File: src/rtl/mem_access_pkg.sv
// Shared encodings for the data-memory load/store unit: access sizes, FSM states, lane masks.
package mem_access_pkg;

  localparam logic [1:0] SZ_BYTE = 2'b00;
  localparam logic [1:0] SZ_HALF = 2'b01;
  localparam logic [1:0] SZ_WORD = 2'b10;

  localparam logic [31:0] LANE_MASK_B = 32'h0000_00FF;
  localparam logic [31:0] LANE_MASK_H = 32'h0000_FFFF;

  typedef enum logic [1:0] {
    IDLE,
    READ,
    WRITE,
    RESP
  } state_e;

endpackage

File: src/rtl/mem_access_ctrl_if.sv
// Request/response handshake plus word-wide RAM pins of the load/store unit.
// slave: the controller side; master: requester and RAM side.
interface mem_access_ctrl_if #(
  parameter int unsigned ADDR_W = 32
);
  logic              req_valid;
  logic              req_ready;
  logic              req_write;
  logic [1:0]        req_size;
  logic              req_signed;
  logic [ADDR_W-1:0] req_addr;
  logic [31:0]       req_wdata;
  logic              resp_valid;
  logic [31:0]       resp_rdata;
  logic              resp_err;
  logic [ADDR_W-1:0] mem_addr;
  logic [31:0]       mem_datain;
  logic [31:0]       mem_dataout;
  logic              mem_write;
  logic              mem_read;

  modport slave (
    input  req_valid, req_write, req_size, req_signed, req_addr, req_wdata, mem_dataout,
    output req_ready, resp_valid, resp_rdata, resp_err, mem_addr, mem_datain, mem_write,
           mem_read
  );

  modport master (
    output req_valid, req_write, req_size, req_signed, req_addr, req_wdata, mem_dataout,
    input  req_ready, resp_valid, resp_rdata, resp_err, mem_addr, mem_datain, mem_write,
           mem_read
  );
endinterface

File: src/rtl/mem_lane_align.sv
// Combinational lane logic: extract/extend a sub-word load and merge a sub-word store.
module mem_lane_align
  import mem_access_pkg::*;
(
  input  logic [31:0] word_i,
  input  logic [1:0]  addr_lo_i,
  input  logic [1:0]  size_i,
  input  logic        signed_i,
  input  logic [31:0] wdata_i,
  output logic [31:0] load_o,
  output logic [31:0] merge_o
);

  logic [4:0]  shamt;
  logic [31:0] mask;
  logic [31:0] lane;

  always_comb begin
    shamt = '0;
    mask  = '1;
    case (size_i)
      SZ_BYTE: begin
        shamt = {addr_lo_i, 3'b000};
        mask  = LANE_MASK_B << shamt;
      end
      SZ_HALF: begin
        shamt = {addr_lo_i[1], 4'b0000};
        mask  = LANE_MASK_H << shamt;
      end
      default: ;
    endcase

    lane = word_i >> shamt;
    case (size_i)
      SZ_BYTE: load_o = {{24{signed_i & lane[7]}}, lane[7:0]};
      SZ_HALF: load_o = {{16{signed_i & lane[15]}}, lane[15:0]};
      default: load_o = lane;
    endcase

    // Word size leaves mask all-ones and shamt zero, so merge reduces to wdata.
    merge_o = (word_i & ~mask) | ((wdata_i << shamt) & mask);
  end

endmodule

File: src/rtl/mem_access_ctrl.sv
// Load/store unit between datapath and word-addressed RAM; sub-word stores use read-modify-write.
// Optional MEM_ADDR_RANGE_CHECK_EN rejects word indices >= MEM_WORDS.
module mem_access_ctrl
  import mem_access_pkg::*;
#(
  parameter int unsigned ADDR_W    = 32,
  parameter int unsigned MEM_WORDS = 32
) (
  input  logic                     clk_i,
  input  logic                     rst_i,
  mem_access_ctrl_if.slave         bus_io
);

  state_e            state_q, state_d;
  logic              write_q, write_d;
  logic [1:0]        size_q, size_d;
  logic              signed_q, signed_d;
  logic [ADDR_W-1:0] addr_q, addr_d;
  logic [31:0]       wdata_q, wdata_d;
  logic              err_q, err_d;
  logic [31:0]       rdq_q, rdq_d;

  logic [31:0]       load_data, merge_data;
  logic              bad_req, range_err;

  logic              req_ready, resp_valid, resp_err, mem_write, mem_read;
  logic [31:0]       resp_rdata, mem_datain;
  logic [ADDR_W-1:0] mem_addr;

  mem_lane_align u_align (
    .word_i    (rdq_q),
    .addr_lo_i (addr_q[1:0]),
    .size_i    (size_q),
    .signed_i  (signed_q),
    .wdata_i   (wdata_q),
    .load_o    (load_data),
    .merge_o   (merge_data)
  );

`ifdef MEM_ADDR_RANGE_CHECK_EN
  assign range_err = bus_io.req_addr[ADDR_W-1:2] >= (ADDR_W-2)'(MEM_WORDS);
`else
  assign range_err = 1'b0;
`endif

  assign bad_req = (bus_io.req_size == SZ_HALF && bus_io.req_addr[0])
                || (bus_io.req_size == SZ_WORD && bus_io.req_addr[1:0] != 2'b00)
                || (bus_io.req_size == 2'b11)
                || range_err;

  always_comb begin
    state_d    = state_q;
    write_d    = write_q;
    size_d     = size_q;
    signed_d   = signed_q;
    addr_d     = addr_q;
    wdata_d    = wdata_q;
    err_d      = err_q;
    rdq_d      = rdq_q;
    req_ready  = 1'b0;
    resp_valid = 1'b0;
    resp_err   = 1'b0;
    resp_rdata = '0;
    mem_read   = 1'b0;
    mem_write  = 1'b0;
    mem_addr   = '0;
    mem_datain = '0;

    unique case (state_q)
      IDLE: begin
        req_ready = 1'b1;
        if (bus_io.req_valid) begin
          write_d  = bus_io.req_write;
          size_d   = bus_io.req_size;
          signed_d = bus_io.req_signed;
          addr_d   = bus_io.req_addr;
          wdata_d  = bus_io.req_wdata;
          err_d    = bad_req;
          if (bad_req) begin
            state_d = RESP;
          end else if (bus_io.req_write && bus_io.req_size == SZ_WORD) begin
            state_d = WRITE;
          end else begin
            state_d = READ;
          end
        end
      end
      READ: begin
        mem_read = 1'b1;
        mem_addr = {addr_q[ADDR_W-1:2], 2'b00};
        rdq_d    = bus_io.mem_dataout;
        state_d  = write_q ? WRITE : RESP;
      end
      WRITE: begin
        // Gating by reset keeps an aborted store from committing on the reset edge.
        mem_write  = ~rst_i;
        mem_addr   = {addr_q[ADDR_W-1:2], 2'b00};
        mem_datain = merge_data;
        state_d    = RESP;
      end
      RESP: begin
        resp_valid = 1'b1;
        resp_err   = err_q;
        resp_rdata = (err_q || write_q) ? '0 : load_data;
        state_d    = IDLE;
      end
    endcase
  end

  always_ff @(posedge clk_i) begin
    if (rst_i) begin
      state_q  <= IDLE;
      write_q  <= 1'b0;
      size_q   <= SZ_BYTE;
      signed_q <= 1'b0;
      addr_q   <= '0;
      wdata_q  <= '0;
      err_q    <= 1'b0;
      rdq_q    <= '0;
    end else begin
      state_q  <= state_d;
      write_q  <= write_d;
      size_q   <= size_d;
      signed_q <= signed_d;
      addr_q   <= addr_d;
      wdata_q  <= wdata_d;
      err_q    <= err_d;
      rdq_q    <= rdq_d;
    end
  end

  assign bus_io.req_ready  = req_ready;
  assign bus_io.resp_valid = resp_valid;
  assign bus_io.resp_rdata = resp_rdata;
  assign bus_io.resp_err   = resp_err;
  assign bus_io.mem_addr   = mem_addr;
  assign bus_io.mem_datain = mem_datain;
  assign bus_io.mem_write  = mem_write;
  assign bus_io.mem_read   = mem_read;

endmodule

File: src/flat_wrapper.sv
// flat-port wrapper written by rule: the top's interface ports become plain ports
module mem_access_ctrl_flat import mem_access_pkg::*;
#(
  parameter int unsigned ADDR_W    = 32,
  parameter int unsigned MEM_WORDS = 32
)
  (clk_i, rst_i, bus_io_req_valid, bus_io_req_write, bus_io_req_size, bus_io_req_signed, bus_io_req_addr, bus_io_req_wdata, bus_io_mem_dataout, bus_io_req_ready, bus_io_resp_valid, bus_io_resp_rdata, bus_io_resp_err, bus_io_mem_addr, bus_io_mem_datain, bus_io_mem_write, bus_io_mem_read);
  mem_access_ctrl_if #(.ADDR_W(ADDR_W)) bus_io_i ();
  input  logic clk_i;
  input  logic rst_i;
  input wire logic [$bits(bus_io_i.req_valid)-1:0] bus_io_req_valid;
  input wire logic [$bits(bus_io_i.req_write)-1:0] bus_io_req_write;
  input wire logic [$bits(bus_io_i.req_size)-1:0] bus_io_req_size;
  input wire logic [$bits(bus_io_i.req_signed)-1:0] bus_io_req_signed;
  input wire logic [$bits(bus_io_i.req_addr)-1:0] bus_io_req_addr;
  input wire logic [$bits(bus_io_i.req_wdata)-1:0] bus_io_req_wdata;
  input wire logic [$bits(bus_io_i.mem_dataout)-1:0] bus_io_mem_dataout;
  output wire logic [$bits(bus_io_i.req_ready)-1:0] bus_io_req_ready;
  output wire logic [$bits(bus_io_i.resp_valid)-1:0] bus_io_resp_valid;
  output wire logic [$bits(bus_io_i.resp_rdata)-1:0] bus_io_resp_rdata;
  output wire logic [$bits(bus_io_i.resp_err)-1:0] bus_io_resp_err;
  output wire logic [$bits(bus_io_i.mem_addr)-1:0] bus_io_mem_addr;
  output wire logic [$bits(bus_io_i.mem_datain)-1:0] bus_io_mem_datain;
  output wire logic [$bits(bus_io_i.mem_write)-1:0] bus_io_mem_write;
  output wire logic [$bits(bus_io_i.mem_read)-1:0] bus_io_mem_read;
  assign bus_io_i.req_valid = bus_io_req_valid;
  assign bus_io_i.req_write = bus_io_req_write;
  assign bus_io_i.req_size = bus_io_req_size;
  assign bus_io_i.req_signed = bus_io_req_signed;
  assign bus_io_i.req_addr = bus_io_req_addr;
  assign bus_io_i.req_wdata = bus_io_req_wdata;
  assign bus_io_i.mem_dataout = bus_io_mem_dataout;
  assign bus_io_req_ready = bus_io_i.req_ready;
  assign bus_io_resp_valid = bus_io_i.resp_valid;
  assign bus_io_resp_rdata = bus_io_i.resp_rdata;
  assign bus_io_resp_err = bus_io_i.resp_err;
  assign bus_io_mem_addr = bus_io_i.mem_addr;
  assign bus_io_mem_datain = bus_io_i.mem_datain;
  assign bus_io_mem_write = bus_io_i.mem_write;
  assign bus_io_mem_read = bus_io_i.mem_read;
  mem_access_ctrl #(.ADDR_W(ADDR_W), .MEM_WORDS(MEM_WORDS)) u_core (.clk_i(clk_i), .rst_i(rst_i), .bus_io(bus_io_i));
endmodule
File: config.mk
export PLATFORM = sky130hd
export DESIGN_NAME = mem_access_ctrl_flat
export DESIGN_NICKNAME = d
export VERILOG_FILES = /design/src/rtl/mem_access_pkg.sv /design/src/rtl/mem_access_ctrl_if.sv /design/src/rtl/mem_lane_align.sv /design/src/rtl/mem_access_ctrl.sv /design/src/flat_wrapper.sv
export SDC_FILE = /design/constraint.sdc
export NUM_CORES = 1
export LEC_CHECK = 0
export ABC_AREA = 1
export CORE_UTILIZATION = 50
export DETAILED_ROUTE_END_ITERATION = 10
export PLACE_DENSITY = 0.88
export SYNTH_ARGS = -nofsm -noshare
export SYNTH_HDL_FRONTEND = slang
export SYNTH_HIERARCHICAL = 1
export SYNTH_SLANG_ARGS = --single-unit
File: constraint.sdc
create_clock -name clk_i -period 3.2 [get_ports clk_i]
set_clock_uncertainty 0.2 [all_clocks]
set_input_delay 0.64 -clock clk_i [delete_from_list [all_inputs] [get_ports clk_i]]
set_output_delay 0.64 -clock clk_i [all_outputs]
set_load 0.1 [all_outputs]
After elaboration in Yosys (flattened, before gate mapping)
Cells that the tools add are included.
- register bits after elaboration: 103
- input port bits: 103
- logic and storage cells: 55
- bitwise operators: 7
- equality and inequality tests: 8
- muxes and demuxes: 17
- reduce and logical (&&, ||, !) cells: 11
- shift operators: 4
- operators by type and width (operator ; count):
    2-to-1 mux 32 bit ; 4
    one-hot mux 32 bit (2 select lines) ; 2
    AND 32 bit ; 2
    inverter 32 bit ; 1
    OR 32 bit ; 1
    left shift 16 x 5 -> 32 bit (first input constant) ; 1
    left shift 32 x 5 -> 32 bit ; 1
    left shift 8 x 5 -> 32 bit (first input constant) ; 1
    >> shifter 32 x 5 -> 32 bit ; 1
    one-hot mux 5 bit (2 select lines) ; 1
    equality test 2 bit (second input constant) ; 4
    one-hot mux 2 bit (4 select lines) ; 1
    equality test 2 x 1 -> 1 bit (second input constant) ; 3
    2-to-1 mux 1 bit ; 6
    2-to-1 mux 2 bit ; 3
    logical NOT 2 bit ; 2
    logical AND 1 bit ; 3
    logical OR 1 bit ; 3
    AND 1 bit ; 2
    != test 2 bit (second input constant) ; 1
    AND reduction 2 bit ; 1
    nonzero test 2 bit ; 1
    OR reduction 2 bit ; 1
    inverter 1 bit ; 1

Longest topological paths before layout
Gate-level depths: netlist of the first run.
- depth in word-level cells: 7
- gate-level depth with buffers: 11
- mapped depth without buffers: 10

Modules after synthesis
The synthesis of the first run kept the hierarchy.
- by module, submodules not included (module ; area each (µm²) ; cells each ; instances):
    mem_access_ctrl ; 4514.3 ; 679 ; 1
    mem_lane_align ; 1631.6 ; 361 ; 1

Worst setup path after synthesis of the first run
OpenSTA, ideal clock, no wires.
- path kind: register to output
- start point: reg u_core.state_q[0]
- end point: out bus_io_resp_rdata[0]
- cell stages (with the launch flop): 5
- path slack: -0.528 ns
- path buffers: 1
- arrival: 2.888 ns
- cells stage by stage: dfxtp_1 -> ha_1 -> nand2_1 -> buf_2 -> nor2_1
- longest elaborated chain between the ends: 2
- RTL lines (element ; RTL line ; RTL):
    from (decl) ; mem_access_ctrl.sv:14 ; state_e state_q, state_d;
    from (signal assigned) ; mem_access_ctrl.sv:121 ; state_q <= state_d;
    equality test 2 bit ; mem_access_ctrl.sv:69 ; unique case (state_q)
    2-to-1 mux 32 bit ; mem_access_ctrl.sv:69 ;
    to (decl) ; flat_wrapper.sv:20 ; output wire logic [$bits(bus_io_i.resp_rdata)-1:0] bus_io_resp_rdata;
No other way between the ends.

Worst setup path in the final report of the first run
- start point: reg u_core.size_q[1]
- end point: out bus_io_resp_rdata[22]
- longest elaborated chain between the ends: 7
- elaborated cells on any way between the ends: 9
- RTL lines (element ; RTL line ; RTL):
    from (decl) ; mem_access_ctrl.sv:16 ; logic [1:0] size_q, size_d;
    from (signal assigned) ; mem_access_ctrl.sv:123 ; size_q <= size_d;
    equality test 2 x 1 -> 1 bit or logical NOT 2 bit (tied branches) ; mem_lane_align.sv:21, mem_lane_align.sv:34 ;
    one-hot mux 5 bit (2 select lines) ; mem_lane_align.sv:21 ; case (size_i)
    >> shifter 32 x 5 -> 32 bit ; mem_lane_align.sv:33 ; lane = word_i >> shamt;
    AND 1 bit, on equally long branches ; mem_lane_align.sv:36, mem_lane_align.sv:35 ;
    one-hot mux 32 bit (2 select lines) * ; mem_lane_align.sv:34 ; case (size_i)
    net u_core.load_data[22] ; mem_access_ctrl.sv:23 ; logic [31:0] load_data, merge_data;
    2-to-1 mux 32 bit * ; mem_access_ctrl.sv:104 ; resp_rdata = (err_q || write_q) ? '0 : load_data;
    2-to-1 mux 32 bit * ; mem_access_ctrl.sv:69 ;
Mark *: on every way through the listed nets, which the timed path passes. The rest lies on a longest branch.

==> results of run 1 <==
==> through the flow <==
step           hold slack, ps  area [um2]
6_report                  289        9650
5_1_grt                   313        9650
4_1_cts                   287        9610
3_5_place_dp              271        9280
3_3_place_gp              258        9280
2_1_floorplan             243        6370
==> routing by layer <==
metal / global-route usage (%) / part of all wire (%)
met5: 0 / 0
met2: 55.1 / 48
met4: 16.1 / 4.4
met1: 38.1 / 39
met3: 6.59 / 8.1
==> what timing repair did <==
| item | CTS | global route |
|---|---|---|
| hold buffers | 0 | 0 |
| setup buffers | 0 | 1 |
| gates resized for setup | 0 | 8 |
| endpoints found under the setup margin | 0 | 40 |
==> registers in the layout, indices dropped and copies added, names as in the netlist <==
register	count
u_core/addr_q	32
u_core/err_q	1
u_core/rdq_q	32
u_core/signed_q	1
u_core/size_q	2
u_core/state_q	2
u_core/wdata_q	32
u_core/write_q	1
==> Yosys cell counts, types with 3 or more instances <==
cell type and n:
clkbuf_1 9, ha_1 5, nor2_1 246, nand2_1 241, inv_1 137, a31oi_1 3, buf_4 12, nand3_1 49
o21ai_1 42, buf_2 33, buf_6 7, clkbuf_2 4, dfxtp_1 103, o21ai_0 107, or2_0 6, inv_2 3
o211ai_1 9, a21oi_1 11
==> final timing paths <==
kind	startpoint	depth (start not counted)	slack [ps]	endpoint
setup / recovery	u_core/size_q[1]	10	100	bus_io_resp_rdata[22]
hold / removal	u_core/write_q	2	290	u_core/write_q
setup reg to reg	u_core/state_q[1]	5	1000	u_core/rdq_q[23]
hold reg to reg	u_core/write_q	2	290	u_core/write_q
==> critical path: stages (launching register included) <==
cell and delay (ps):
dfxtp_1 370, nor2_4 220, nand2_4 140, buf_6 210, nand2_1 70, o21ai_0 170, or2_0 260, nand3_1 80
inv_1 70, nor2_4 120, buf_12 180
==> cells by family after synthesis <==
group                    count (synthesis)  share of synthesized area [%]
buffers and inverters                  206                           15.0
AO/OA/AOI/OAI                          174                           14.7
other                                    1                         0.0610
AND/OR/NAND/NOR                        551                           35.7
adder cells (fa/ha/maj)                  5                           1.02
flip-flops                             103                           33.6
==> power groups by stage <==
stage	Combinational [mW]	Clock, mW	Sequential, mW
after detailed placement	5.63	0	2.14
final	5.74	1.22	2.15
after floorplan	4.05	0	1.97
after global routing	6.13	1.29	2.19
after CTS	5.67	1.24	2.12
after global placement	5.53	0	2.12
==> final cells by class <==
cell class	instances	area [um2]
multi-input combinational	732	3410
timing repair buffer	216	3120
fill	804	2360
sequential	103	2060
inverter	141	537
clock buffer	10	239
tap	147	184
clock inverter	6	97.6
==> impl_results.md, run 1 <==
* Vias per cell at 5.30
* Rel. slew slack at 31.3%
* Share of layout cells above drive strength 1 at 14.4%
* Setup_tns at 0 ps
* Worst-path maximum fanout at 35
* Nets at 1311
* Crit path kind: register to output pin
* Global route overflow at 0
* Row Count at 40
* Unrepaired setup endpoints after global routing: yes
* Antenna-violating nets left at 0
* Antenna cells at 0
* DRC violations left at 0
* Power share of the combinational group at 63.0%
* Setup Viol. Count Final at 0
* Root Driver: clkbuf_16
* VDD IR max at 0.000620 V
* Wire length of the first global-routing pass at 32.5 mm
* Static Leak at 4.55 nW
* WL final at 20.4 mm
* Synth cell types at 28
* Sequential power share at 23.5%
* CTS H-tree depth at 3
* GRT Resource Usage Total at 32.1%
* Pwr Density at 944 nW/um2
* Setup WS pre-CTS at 408 ps
* Critical path arrival at 2260 ps
* TritonCTS clock tree: built
* Area leader, netlist: dfxtp_1
* Sequential share of the synthesized area at 33.6%
* Hold Vio Cnt, Final at 0
* DR vias at 7188
* Max cap viols at 0
* Fmax at 0.322 GHz
* Layout Utilization at 80.4%
* Yosys warning count at 6
* Mapped cell area at 6150 um2
* Placed cells at 1338
* Actual slew at the worst max-slew pin at 1030 ps
* Starting Density at 51.2%
* Die footprint at 12700 um2
* Worst Setup End Kind: output pin
* Req. time, crit path at 2360 ps
* CTS Buffer Depth at 2
* Detailed Route Iter0 Violations at 597
* WL per Instance at 15.0 um
* Internal Power at 4.24 mW
* Hold WC Path Type: register to register
* Die height at 113 um
* Final setup margin at 97.9 ps
* Die extent in x at 113 um
* Layout area overhead at 57.0%
* GP Congestion at 0.964
* Synth Instances at 1040
* Initial antenna violation count at 0
* Most frequent cells in the layout: nand2_1, nor2_1, inv_1, o21ai_0, dfxtp_1
* Port bufs at 201
* Total CTS buffers at 9
* Finished Layout Cells at 1355
* Worst skew pair latency at 350 ps
* Register clock-pin slew on the reported worst setup and hold paths at 80 ps
* Largest net degree at the start of global routing at 104
* Pins Over Slew Limit at 0
* Power share of the clock group at 13.4%
* Worst setup SP type: register
* Synth top area cells: dfxtp_1, nor2_1, nand2_1
* Post-synth EDFFs at 0
* Total Power at 9.11 mW
* Core Area at 12000 um2
* Area share of the largest cell type after synthesis at 33.6%
* Dpl hpwl at 14.8 mm
* Num Clock Sinks at 103
* FF+latch count, synth at 103
* Asr flop ratio synth at 0%
* Min Tclk post-route at 3100 ps
* IO Pins at 204
* Sw Share at 53.5%
* Outcome: completed
* Most common cell after layout, fill and taps aside: nand2_1
* Prevailing post-synth register cell: dfxtp_1
* Tcrit/Tclk final at 96.9%
* Mean post-synth cell area at 5.91 um2
* Switch Pwr at 4.88 mW
* DRT Pass-1 Iters at 6
* Vias in the first global route at 6677
No activity file was read; power rests on OpenSTA's default activity.
==> run 2, diff against run 1 <==
Settings changed: CELL_PAD_IN_SITES_DETAIL_PLACEMENT set to 1, CELL_PAD_IN_SITES_GLOBAL_PLACEMENT set to 1, CORE_UTILIZATION 50 to 31, GPL_ROUTABILITY_DRIVEN set to 0, PLACE_DENSITY 0.88 to 0.83.
Clock period 3.2 ns to 3.55 ns, I/O delays scaled along.
==> impl_results.md, run 2 (same netlist as run 1, synthesis figures left out) <==
* Outcome: completed
* Worst Setup End Kind: output pin
* Port bufs at 201 (unchanged)
* Vias per cell at 4.75 (-11%)
* Tcrit/Tclk final at 95.4%
* GRT met2 Usage at 40.5% (-15 points)
* Most frequent cells in the layout: nor2_1, nand2_1, inv_1, o21ai_0
* Placed cells at 1454 (+8.7%)
* Crit path kind: register to output pin
* WL per Instance at 15.7 um (+4.3%)
* M3 GR Usage at 5.57% (-1.0 points)
* Fmax at 0.295 GHz
* Fillers at 2484 (+210%)
* Pins Over Slew Limit at 0 (unchanged)
* Met1 Use GR at 27.9% (-10 points)
* DR vias at 6971 (-3.0%)
* TritonCTS clock tree: built
* Dpl hpwl at 17.6 mm (+19%)
* WL final at 23.1 mm (+13%)
* Detailed Route Iter0 Violations at 354 (-41%)
* Finished Layout Cells at 1469 (+8.4%)
* Actual slew at the worst max-slew pin at 765 ps (-264 ps)
* Antenna-violating nets left at 0 (unchanged)
* Vias in the first global route at 7028 (+5.3%)
* Req. time, crit path at 2640 ps (+280 ps)
* Nets at 1308 (-0.23%)
* Min Tclk post-route at 3390 ps
* Pwr Density at 842 nW/um2 (-11%)
* Global route overflow at 0 (unchanged)
* Register clock-pin slew on the reported worst setup and hold paths at 60 ps (-20 ps)
* Worst r2r path cells at 6 (+1)
* Largest regs: u_core/addr_q x32, u_core/rdq_q x32, u_core/wdata_q x32
* DRC violations left at 0 (unchanged)
* GRT Max-Usage Layer: met2
* Share of layout cells above drive strength 1 at 11.5% (-2.9 points)
* Antenna cells at 0 (unchanged)
* Num Clock Sinks at 103 (unchanged)
* Root Driver: clkbuf_16
* Die footprint at 20400 um2 (+60%)
* Core Area at 19500 um2 (+62%)
* IO Pins at 204 (unchanged)
* CTS H-tree depth at 3 (unchanged)
* VDD IR max at 0.000519 V (-16%)
* Die height at 143 um (+27%)
* Unrepaired setup endpoints after global routing: no
* CTS Buffer Depth at 2 (unchanged)
* Setup Viol. Count Final at 0 (unchanged)
* Total CTS buffers at 9 (unchanged)
* DRT Pass-1 Iters at 4 (-2)
* GRT Resource Usage Total at 23.2% (-8.9 points)
* Max cap viols at 0 (unchanged)
* Setup WS pre-CTS at 311 ps (-97.7 ps)
* Final setup margin at 164 ps (+65.9 ps)
* Hold WS at 277 ps (-12.1 ps)
* Worst-path maximum fanout at 35 (unchanged)
* Initial antenna violation count at 0 (unchanged)
* Rel. slew slack at 48.9% (+18 points)
* Layout area overhead at 54.1%
* Critical path arrival at 2480 ps (+220 ps)
* Static Leak at 4.49 nW (-1.4%)
* Hold WC Path Type: register to register
* Starting Density at 31.6% (-20 points)
* Worst skew pair latency at 350 ps (about the same)
* Worst setup SP type: register
* Die extent in x at 143 um (+27%)
* Most common cell after layout, fill and taps aside: nor2_1
* Worst hold path cell count at 2 (unchanged)
* Wire length of the first global-routing pass at 36.7 mm (+13%)
* Largest net degree at the start of global routing at 72 (-31%)
* Row Count at 51 (+28%)
* Hold Vio Cnt, Final at 0 (unchanged)
[run 2: changes by cell type in the layout (fill, tap and decap cells not counted), moves of 2 or more]
cell / delta
nor2_1: +30
nor2_4: -29
buf_12: -3
inv_6: -3
bufinv_16: -2
clkbuf_8: +2
clkinvlp_4: +2
[run 2: what timing repair did]
action                     4_1_cts  5_1_grt
resized for setup                1        7
hold buffers                     0        0
setup buffers                    0        0
pin swaps                        0        1
setup endpoints to repair       21       35
[run 2: through the flow]
step	area [um2]	setup TNS, ps	power (mW)	util [%]
finish	9470	0	7.97	48.7
CTS	9440	0	7.99	48.5
global placement	9150	0	6.87	47.0
detailed placement	9150	0	6.98	47.0
global route	9470	0	8.50	48.7
floorplan	6150	-7580	5.31	-
[run 2: path summary, 6_finish.rpt]
kind                                               to              start  slack (ps)
worst max-delay path            bus_io_resp_rdata[18]   u_core/size_q[1]         160
worst min-delay path                   u_core/write_q     u_core/write_q         280
worst min register to register         u_core/write_q     u_core/write_q         280
worst max register to register       u_core/size_q[1]  u_core/state_q[0]        1410
[run 2: metal layers]
metal,up-vias,wire (um)
met5,-,0
met4,0,518
met3,33,1340
met2,193,11300
met1,3256,9920
li1,3489,-
[run 2: area by class of cell]
cell class	count	area, um2	share of cell area (%)
flip-flops and latches	103	2060	21.8
inverters	141	534	5.64
clock inverters	2	15.0	0.159
clock buffers	13	270	2.85
repair buffers	213	3060	32.3
well taps	265	332	3.50
multi-input cells	732	3200	33.8
[run 2: worst max-delay path: stages, from the launching register on]
cell,delay (ps)
dfxtp_2,410
nor2_4,250
nand2_4,130
buf_6,210
nand2_1,80
o21ai_0,200
or2_0,290
nand3_1,90
inv_1,50
nor2_1,210
buf_12,210
[run 2: power by group]
part	internal, mW	leakage (nW)	switching, mW
sequential	1.55	0.851	0.380
clock	0.530	0.134	0.444
combinational	1.56	3.50	3.51
==> run 3, diff against run 2 <==
Settings changed: PLACE_DENSITY 0.83 to 0.78.
==> impl_results.md, run 3 (same netlist as run 1, synthesis figures left out) <==
* Worst hold path cell count at 2 (unchanged)
* Layout Utilization at 48.7% (about the same)
* Vias in the first global route at 6824 (-2.9%)
* Core Area at 19500 um2 (unchanged)
* Starting Density at 31.6% (unchanged)
* WL per Instance at 15.6 um (-0.61%)
* Root Driver: clkbuf_16
* Detailed Route Iter0 Violations at 343 (-3.1%)
* Setup Viol. Count Final at 0 (unchanged)
* Pins Over Slew Limit at 0 (unchanged)
* Tcrit/Tclk final at 95.5% (+0.13 points)
* DR vias at 6929 (-0.60%)
* IO Pins at 204 (unchanged)
* Actual slew at the worst max-slew pin at 734 ps (-31.0 ps)
* Req. time, crit path at 2640 ps (about the same)
* # hold bufs at CTS at 0 (unchanged)
* Register clock-pin slew on the reported worst setup and hold paths at 80 ps (+20 ps)
* CTS Buffer Depth at 2 (unchanged)
* Row Count at 51 (unchanged)
* Port bufs at 201 (unchanged)
* Share of layout cells above drive strength 1 at 11.8% (+0.23 points)
* Nets at 1309 (+0.076%)
* Hold Vio Cnt, Final at 0 (unchanged)
* TritonCTS clock tree: built
* Largest regs: u_core/addr_q x32, u_core/rdq_q x32, u_core/wdata_q x32
* Worst skew pair latency at 360 ps (about the same)
* Worst-path maximum fanout at 33 (-5.7%)
* GRT Resource Usage Total at 23.2% (+0.024 points)
* Post-CTS setup buffers at 0 (unchanged)
* Antenna cells at 0 (unchanged)
* CTS H-tree depth at 3 (unchanged)
* Global route overflow at 0 (unchanged)
* Largest net degree at the start of global routing at 104 (+44%)
* Worst r2r path cells at 7 (+1)
* Total CTS buffers at 9 (unchanged)
* DRT Pass-1 Iters at 4 (unchanged)
* Die footprint at 20400 um2 (unchanged)
* Hold WC Path Type: register to register
* Worst Setup End Kind: output pin
* Most frequent cells in the layout: nor2_1, nand2_1, inv_1, o21ai_0
* FF-to-FF End: u_core/rdq_q[15]
* Num Clock Sinks at 103 (unchanged)
* Vias per cell at 4.71 (-0.74%)
* VDD IR max at 0.000516 V (-0.52%)
* Min Tclk post-route at 3390 ps (+4.58 ps)
* Die extent in x at 143 um (unchanged)
* Static Leak at 4.50 nW (+0.28%)
* Layout area overhead at 54.1% (about the same)
* Hold path start: u_core/write_q
* Outcome: completed
* Worst R2R Setup Slack at 1340 ps (-70 ps)
* Critical path arrival at 2480 ps (about the same)
* Wire length of the first global-routing pass at 36.5 mm (-0.58%)
* Crit path kind: register to output pin
* Pwr Density at 840 nW/um2 (-0.18%)
* Most common cell after layout, fill and taps aside: nor2_1
* Dpl hpwl at 17.2 mm (-2.6%)
* WL final at 22.9 mm (-0.47%)
* Worst setup SP type: register
* Die height at 143 um (unchanged)
* Fmax at 0.295 GHz (-0.14%)
* Reg2Reg Launch Point: u_core/state_q[1]
* Antenna-violating nets left at 0 (unchanged)
* Max cap viols at 0 (unchanged)
* Initial antenna violation count at 0 (unchanged)
* Rel. slew slack at 51.1% (+2.1 points)
* Total Power at 7.96 mW (-0.19%)
* Worst Hold End: u_core/write_q
* Fillers at 2461 (-0.93%)
* DRC violations left at 0 (unchanged)
[run 3: cell count changes in the layout (fill, tap and decap cells not counted), moves of 2 or more]
| cell | delta |
|---|---|
| buf_4 | +2 |
| clkbuf_8 | -2 |
| clkinvlp_4 | -2 |
| inv_6 | +2 |
| nor2_2 | +2 |
[run 3: metal layers]
metal | GRT usage (%) | up-vias | share of wire [%]
met2 | 39.5 | 207 | 49
met5 | 0 | - | 0
met4 | 6.17 | 0 | 1.9
met1 | 29.2 | 3206 | 44
li1 | - | 3489 | -
met3 | 5.30 | 27 | 5.9
[run 3: how the worst max path moves through the flow]
stage,slack [ps],cells after the start,start,end
final,160,9,u_core/size_q[1],bus_io_resp_rdata[16]
after global routing,-2,11,u_core/size_q[1],bus_io_mem_datain[26]
after CTS,10,8,u_core/size_q[1],bus_io_resp_rdata[17]
after detailed placement,250,8,u_core/size_q[1],bus_io_resp_rdata[17]
after global placement,370,8,u_core/size_q[1],bus_io_resp_rdata[19]
after floorplan,-250,4,u_core/state_q[0],bus_io_resp_rdata[0]
[run 3: what timing repair did]
item,in CTS,in global routing
gates cloned,0,0
gates resized for setup,1,3
endpoints found under the setup margin,24,24
[run 3: stage by stage]
step / setup slack [ps] / instance area (um2) / setup TNS [ps] / cells / hold slack (ps)
finish: 159 / 9470 / 0 / 1471 / 281
global route: -1.72 / 9470 / -1.72 / 1471 / 311
CTS: 11.8 / 9450 / 0 / 1471 / 284
detailed placement: 252 / 9160 / 0 / 1455 / 271
global placement: 373 / 9160 / 0 / 1455 / 261
floorplan: -248 / 6150 / -7580 / 1041 / 243
[run 3: power breakdown]
| group | switching, mW | total [mW] | internal [mW] |
|---|---|---|---|
| logic | 3.47 | 5.02 | 1.55 |
| registers | 0.393 | 1.94 | 1.55 |
| clock network | 0.487 | 0.998 | 0.511 |
[run 3: critical path, cell delays in order (launching register included)]
cell	delay, ps
dfxtp_2	510
nor2_4	120
nand2_4	120
buf_4	310
o21ai_0	210
or2_0	280
nand3_1	100
inv_1	50
nor2_1	200
buf_12	210
[run 3: layout make-up]
| class | instances | area (um2) | share of cell area (%) |
|---|---|---|---|
| Timing Repair Buffer | 214 | 3060 | 32.3 |
| Inverter | 141 | 532 | 5.62 |
| Clock buffer | 11 | 243 | 2.56 |
| Clock inverter | 5 | 50.0 | 0.528 |
| Tap cell | 265 | 332 | 3.50 |
| Sequential cell | 103 | 2060 | 21.8 |
| Multi-Input combinational cell | 732 | 3190 | 33.7 |
